`src/rtl/mem_pkg.sv`:
```
// Shared definitions for the memory-access stage: widths, opcodes, FSM states
// and the register-write decode.
package mem_pkg;

    localparam int MEM_DW = 16;
    localparam int MEM_AW = 16;

    localparam logic [3:0] OP_LW  = 4'b1000;
    localparam logic [3:0] OP_SW  = 4'b1001;
    localparam logic [3:0] OP_LHB = 4'b1010;
    localparam logic [3:0] OP_LLB = 4'b1011;
    localparam logic [3:0] OP_PCS = 4'b1110;

    typedef enum logic {
        IDLE   = 1'b0,
        ACCESS = 1'b1
    } state_t;

    // ALU-class ops (top opcode bit clear) plus the immediate/PC ops write a register.
    function automatic logic writes_reg(input logic [3:0] op);
        logic w;
        case (op)
            OP_LHB, OP_LLB, OP_PCS: w = 1'b1;
            default:                w = ~op[3];
        endcase
        return w;
    endfunction

endpackage

```
`src/rtl/mem_wb_reg.sv`:
```
// MEM/WB pipeline register; a cycle without a load inserts a bubble
// (valid and write-enable cleared, payload held).
module mem_wb_reg #(
    parameter int DW = 16
) (
    input  logic          clk,
    input  logic          rst,
    input  logic          i_load,
    input  logic          i_we,
    input  logic [3:0]    i_rd,
    input  logic [DW-1:0] i_data,
    output logic          o_valid,
    output logic          o_we,
    output logic [3:0]    o_rd,
    output logic [DW-1:0] o_data
);

    logic          r_valid;
    logic          r_we;
    logic [3:0]    r_rd;
    logic [DW-1:0] r_data;

    always_ff @(posedge clk or posedge rst) begin
        if (rst) begin
            r_valid <= 1'b0;
            r_we    <= 1'b0;
            r_rd    <= '0;
            r_data  <= '0;
        end else if (i_load) begin
            r_valid <= 1'b1;
            r_we    <= i_we;
            r_rd    <= i_rd;
            r_data  <= i_data;
        end else begin
            r_valid <= 1'b0;
            r_we    <= 1'b0;
        end
    end

    assign o_valid = r_valid;
    assign o_we    = r_we;
    assign o_rd    = r_rd;
    assign o_data  = r_data;

endmodule

```
`src/rtl/mem_stage.sv`:
```
// Memory-access stage: LW/SW over a req/ack data-memory port with variable latency,
// upstream stall while outstanding, MEM/WB result register. Optional bypass: MEM_FWD_EN.
module mem_stage
    import mem_pkg::*;
#(
    parameter int DW = MEM_DW,
    parameter int AW = MEM_AW
) (
    input  logic          clk,
    input  logic          rst,
    input  logic          in_valid,
    input  logic [3:0]    op_i,
    input  logic [3:0]    rd_i,
    input  logic [AW-1:0] mem_addr_i,
    input  logic [DW-1:0] alu_data_i,
    input  logic [DW-1:0] st_data_i,
    input  logic          flush,
    output logic          dmem_req,
    output logic          dmem_we,
    output logic [AW-1:0] dmem_addr,
    output logic [DW-1:0] dmem_wdata,
    input  logic          dmem_ack,
    input  logic [DW-1:0] dmem_rdata,
    output logic          mem_stall,
    output logic          wb_valid,
    output logic          wb_we,
    output logic [3:0]    wb_rd,
    output logic [DW-1:0] wb_data
`ifdef MEM_FWD_EN
    ,
    output logic          fwd_valid,
    output logic [3:0]    fwd_rd,
    output logic [DW-1:0] fwd_data
`endif
);

    state_t        r_state;
    logic          r_we;
    logic          r_flushed;
    logic [3:0]    r_rd;
    logic [AW-1:0] r_addr;
    logic [DW-1:0] r_wdata;

    logic          w_is_lw;
    logic          w_is_sw;
    logic          w_idle_req;
    logic          w_in_access;
    logic          w_wb_load;
    logic          w_wb_we;
    logic [3:0]    w_wb_rd;
    logic [DW-1:0] w_wb_data;

    assign w_is_lw     = (op_i == OP_LW);
    assign w_is_sw     = (op_i == OP_SW);
    assign w_idle_req  = ~rst && (r_state == IDLE) && in_valid && ~flush && (w_is_lw || w_is_sw);
    assign w_in_access = ~rst && (r_state == ACCESS);

    // The request is driven straight from EX/MEM in the issue cycle, then from the latched copy.
    assign dmem_req   = w_idle_req | w_in_access;
    assign dmem_we    = w_in_access ? r_we    : (w_idle_req & w_is_sw);
    assign dmem_addr  = w_in_access ? r_addr  : (w_idle_req ? mem_addr_i : '0);
    assign dmem_wdata = w_in_access ? r_wdata : (w_idle_req ? st_data_i  : '0);
    assign mem_stall  = dmem_req & ~dmem_ack;

    always_comb begin
        w_wb_load = 1'b0;
        w_wb_we   = 1'b0;
        w_wb_rd   = rd_i;
        w_wb_data = alu_data_i;
        if (r_state == IDLE) begin
            if (in_valid && !flush) begin
                if (w_is_lw || w_is_sw) begin
                    w_wb_load = dmem_ack;
                    w_wb_we   = w_is_lw;
                    w_wb_data = w_is_lw ? dmem_rdata : '0;
                end else begin
                    w_wb_load = 1'b1;
                    w_wb_we   = writes_reg(op_i);
                end
            end
        end else begin
            w_wb_rd   = r_rd;
            w_wb_data = r_we ? '0 : dmem_rdata;
            w_wb_load = dmem_ack && !r_flushed && !flush;
            w_wb_we   = ~r_we;
        end
    end

    // A flush in ACCESS only marks the result for discard; the transaction runs to its ack.
    always_ff @(posedge clk or posedge rst) begin
        if (rst) begin
            r_state   <= IDLE;
            r_we      <= 1'b0;
            r_flushed <= 1'b0;
            r_rd      <= '0;
            r_addr    <= '0;
            r_wdata   <= '0;
        end else begin
            case (r_state)
                IDLE: begin
                    if (w_idle_req && !dmem_ack) begin
                        r_state   <= ACCESS;
                        r_we      <= w_is_sw;
                        r_flushed <= 1'b0;
                        r_rd      <= rd_i;
                        r_addr    <= mem_addr_i;
                        r_wdata   <= st_data_i;
                    end
                end
                ACCESS: begin
                    if (flush) begin
                        r_flushed <= 1'b1;
                    end
                    if (dmem_ack) begin
                        r_state <= IDLE;
                    end
                end
                default: r_state <= IDLE;
            endcase
        end
    end

    mem_wb_reg #(.DW(DW)) u_mem_wb_reg (
        .clk     (clk),
        .rst     (rst),
        .i_load  (w_wb_load),
        .i_we    (w_wb_we),
        .i_rd    (w_wb_rd),
        .i_data  (w_wb_data),
        .o_valid (wb_valid),
        .o_we    (wb_we),
        .o_rd    (wb_rd),
        .o_data  (wb_data)
    );

`ifdef MEM_FWD_EN
    assign fwd_valid = w_wb_load & w_wb_we;
    assign fwd_rd    = w_wb_rd;
    assign fwd_data  = w_wb_data;
`endif

endmodule
```
`config.mk`:
```
export PLATFORM = sky130hd
export DESIGN_NAME = mem_stage
export DESIGN_NICKNAME = d
export VERILOG_FILES = /design/src/rtl/mem_pkg.sv /design/src/rtl/mem_wb_reg.sv /design/src/rtl/mem_stage.sv
export SDC_FILE = /design/constraint.sdc
export NUM_CORES = 1
export LEC_CHECK = 0
export CAP_MARGIN = 5
export CORE_ASPECT_RATIO = 1.5
export CORE_MARGIN = 8
export CORE_UTILIZATION = 46
export DETAILED_ROUTE_END_ITERATION = 12
export MAX_ROUTING_LAYER = met4
export PLACE_DENSITY = 0.95
export SETUP_SLACK_MARGIN = 0.2
export SLEW_MARGIN = 20
export SYNTH_ARGS = -nofsm -noshare
export SYNTH_HDL_FRONTEND = slang
export SYNTH_SLANG_ARGS = --single-unit
export TNS_END_PERCENT = 30
```
`constraint.sdc`:
```
create_clock -name clk -period 3.8 [get_ports clk]
set_clock_uncertainty 0.1 [all_clocks]
set_input_delay 0.76 -clock clk [delete_from_list [all_inputs] [get_ports clk]]
set_output_delay 0.76 -clock clk [all_outputs]
set_load 0.03 [all_outputs]
```
==> reports/metrics.csv <==
stage;metric;value;unit
run_status;status;completed;
die;die_area;9746;µm²
logic_synthesis;syn_area_per_cell;11.29;µm²
clock_network;cts_tree;built;
run;drv_cap;0;
clock_network;clk_pin_slew;0.07;ns
finish;utilization;0.7051;
timing;whs;0.3921;ns
timing;fin_tns_setup;0;ns
timing;finalSetupViolCount;0;
die;die_height;117.0;µm
critical_path;criticalPathCategory;in2out;
logic_synthesis;synth-seq-cells;61;
logic_synthesis;synth_area_leaders;dfrtp_1, mux2_2, a22o_1;
finish;stdcell_area;4733;µm²
finish;insertedDiodeCount;0;
critical_path;end_kind;output port;
timing;slew_viol_final;0;
timing;slew_headroom;0.4969;
clock_network;clk_latency;0.32;ns
detailed_routing;viasPerCell;5.500;
detailed_routing;ant_nets;0;
grt;grt_pass1_vias;2959;
power_and_ir_drop;netSwitchingPower;0.4733;mW
die;rows;37;
power_and_ir_drop;ir_drop;0.3662;mV
clock_network;cts_root_buffer;clkbuf_8;
placed_design;io_buffer_count;133;
grt;grt_util_all_layers;0.1950;
power_and_ir_drop;seqPwrFrac;0.431;
logic_synthesis;yosysUniqueCellTypes;27;
power_and_ir_drop;clockPowerShare;0.357;
finish;synthToLayoutAreaGrowth;51.38;%
timing;final.period_utilization;0.9463;
clock_network;numClockSinks;61;
clock_network;h-tree-depth;3;
power_and_ir_drop;power.internal;1.343;mW
timing;tightest_slew;0.7513;ns
critical_path;startpoint_type;input pin;
logic_synthesis;synth_nets;354;
grt;grt_first_pass_wirelength;14970;µm
finish;drive_above_1_share;0.2585;
detailed_routing;remaining_drc_errors;0;
logic_synthesis;synthCells;277;
grt;antenna_found_initial;0;
power_and_ir_drop;p_sw_frac;0.2606;
detailed_routing;dr.pass1.iters;5;
detailed_routing;wl_per_cell;18.95;µm
logic_synthesis;synth_top_area_share;0.4882;
die;initial_core_util;0.4658;
logic_synthesis;yosysSeqAreaShare;0.4882;
timing;hold_violations;0;
timing;rsz0062_at_grt;yes;
critical_path;path_max_fanout;3;
logic_synthesis;syn-cell-area;3127;µm²
detailed_routing;drtIter0Drc;102;
placed_design;place_area;4458;µm²
power_and_ir_drop;power.leakage;2.209;nW
finish;finalNetCount;486;
clock_network;clockBufferDepth;2;
placed_design;gp_congestion;0.8409;
finish;final_common_cell;clkdlybuf4s50_1;
power_and_ir_drop;p_per_area;383.7;nW/µm²
clock_network;cts_made_buffers;9;
worst_hold_path;hold_class;reg2reg;
power_and_ir_drop;power_frac_comb;0.212;
timing;fmax;278.1;MHz
finish;layout_common_cells;clkdlybuf4s50_1, dfrtp_1, buf_4;
die;die_w;83.32;µm
critical_path;worstPathRequired;2.94;ns
grt;grt_max_degree;42;
timing;finalCriticalPeriod;3.596;ns
die;ios;134;
grt;grt-ovfl-total;0;
die;core-area;6713;µm²
logic_synthesis;synth_top_cell_by_area;dfrtp_1;
critical_path;crit_arrival;2.74;ns
placed_design;hpwl;6910;µm
detailed_routing;wl;9322;µm
logic_synthesis;yosysWarnings;0;
detailed_routing;num_vias;2706;
## cell type report
class                   count  area, µm²
flip-flops and latches     61       1526
fillers                   522       1979
inverters                   4      15.01
well taps                  78      97.59
repair buffers            144       1373
multi-input cells         189       1496
clock buffers              12      155.1
clock inverters             4      70.07
## cell usage after synthesis
master    instances
a21oi_1           7
a22o_1           32
buf_2             8
buf_4             2
buf_6             2
clkbuf_1         11
dfrtp_1          61
inv_1             4
maj3_1            1
mux2_1            3
mux2_2           34
mux2i_1          16
nand2_1          39
nor2_1            2
nor2b_1          23
nor3_2            1
nor3b_1           1
nor4_2            1
nor4bb_1          1
o21a_1            1
o21ai_0           5
o221ai_1         16
or2_2             1
or3b_1            2
or3b_2            1
or3b_4            1
or4b_2            1
## cell families after synthesis
family / Yosys count / share of synthesized area
AO/OA/AOI/OAI: 61 / 0.1561
multiplexers: 53 / 0.1845
buffers and inverters: 27 / 0.04281
flip-flops: 61 / 0.4882
adder cells (fa/ha/maj): 1 / 0.003201
AND/OR/NAND/NOR: 74 / 0.1253
## routing by layer
metal,GRT usage,share of wire
met3,0.05194,0.055
met2,0.3455,0.54
met5,-,0
met1,0.2136,0.40
met4,0.04706,0.0085
## registers in the layout (all words and copies together), names as in the netlist
signal and cells:
r_addr 16, r_flushed 1, u_mem_wb_reg.o_we 1, r_state 1
r_rd 4, u_mem_wb_reg.o_data 16, u_mem_wb_reg.o_valid 1, u_mem_wb_reg.o_rd 4
r_we 1, r_wdata 16
## path summary, 6_finish.rpt
path | start | to | slack (ns) | depth (start not counted)
setup reg to reg | r_state$_DFF_PP0_ | r_wdata[15]$_DFFE_PP0P_ | 1.32 | 4
min in group asynchronous | rst | u_mem_wb_reg.o_rd[3]$_DFFE_PP0P_ | 1.01 | 2
max in group asynchronous | rst | r_wdata[12]$_DFFE_PP0P_ | 2.00 | 3
setup / recovery | op_i[3] | dmem_we | 0.20 | 6
hold / removal | u_mem_wb_reg.o_data[10]$_DFFE_PP0P_ | u_mem_wb_reg.o_data[10]$_DFFE_PP0P_ | 0.39 | 2
hold reg to reg | u_mem_wb_reg.o_data[10]$_DFFE_PP0P_ | u_mem_wb_reg.o_data[10]$_DFFE_PP0P_ | 0.39 | 2
## timing repair
action | CTS | global route
setup endpoints to repair | 1 | 2
gates cloned | 0 | 1
hold buffers | 0 | 0
resized for setup | 3 | 0
buffers inserted | 1 | 1
pin swaps | 2 | 1
## critical path, cell delays in order
cell and delay, ns:
clkdlybuf4s50_1 0.50, or3b_4 0.40, or3b_4 0.39, or3b_1 0.37, a21oi_2 0.16, buf_6 0.15
## power by group through the flow
stage                     combinational [mW]  clock, mW  sequential [mW]
after global placement                 0.374          0            0.788
after floorplan                        0.131          0            0.848
after CTS                              0.389      0.659            0.783
final                                  0.384      0.649            0.783
after detailed placement               0.387          0            0.795
after global routing                   0.413      0.691            0.793
## through the flow
step                std cells  worst slack [ns]  power (mW)
floorplan                 277            0.3863      0.9793
global placement          473            0.1828       1.162
detailed placement        473           0.09695       1.182
CTS                       490            0.2106       1.830
global route              492            0.1537       1.898
finish                    492            0.2042       1.816
Power figures use the tool's default switching activity.
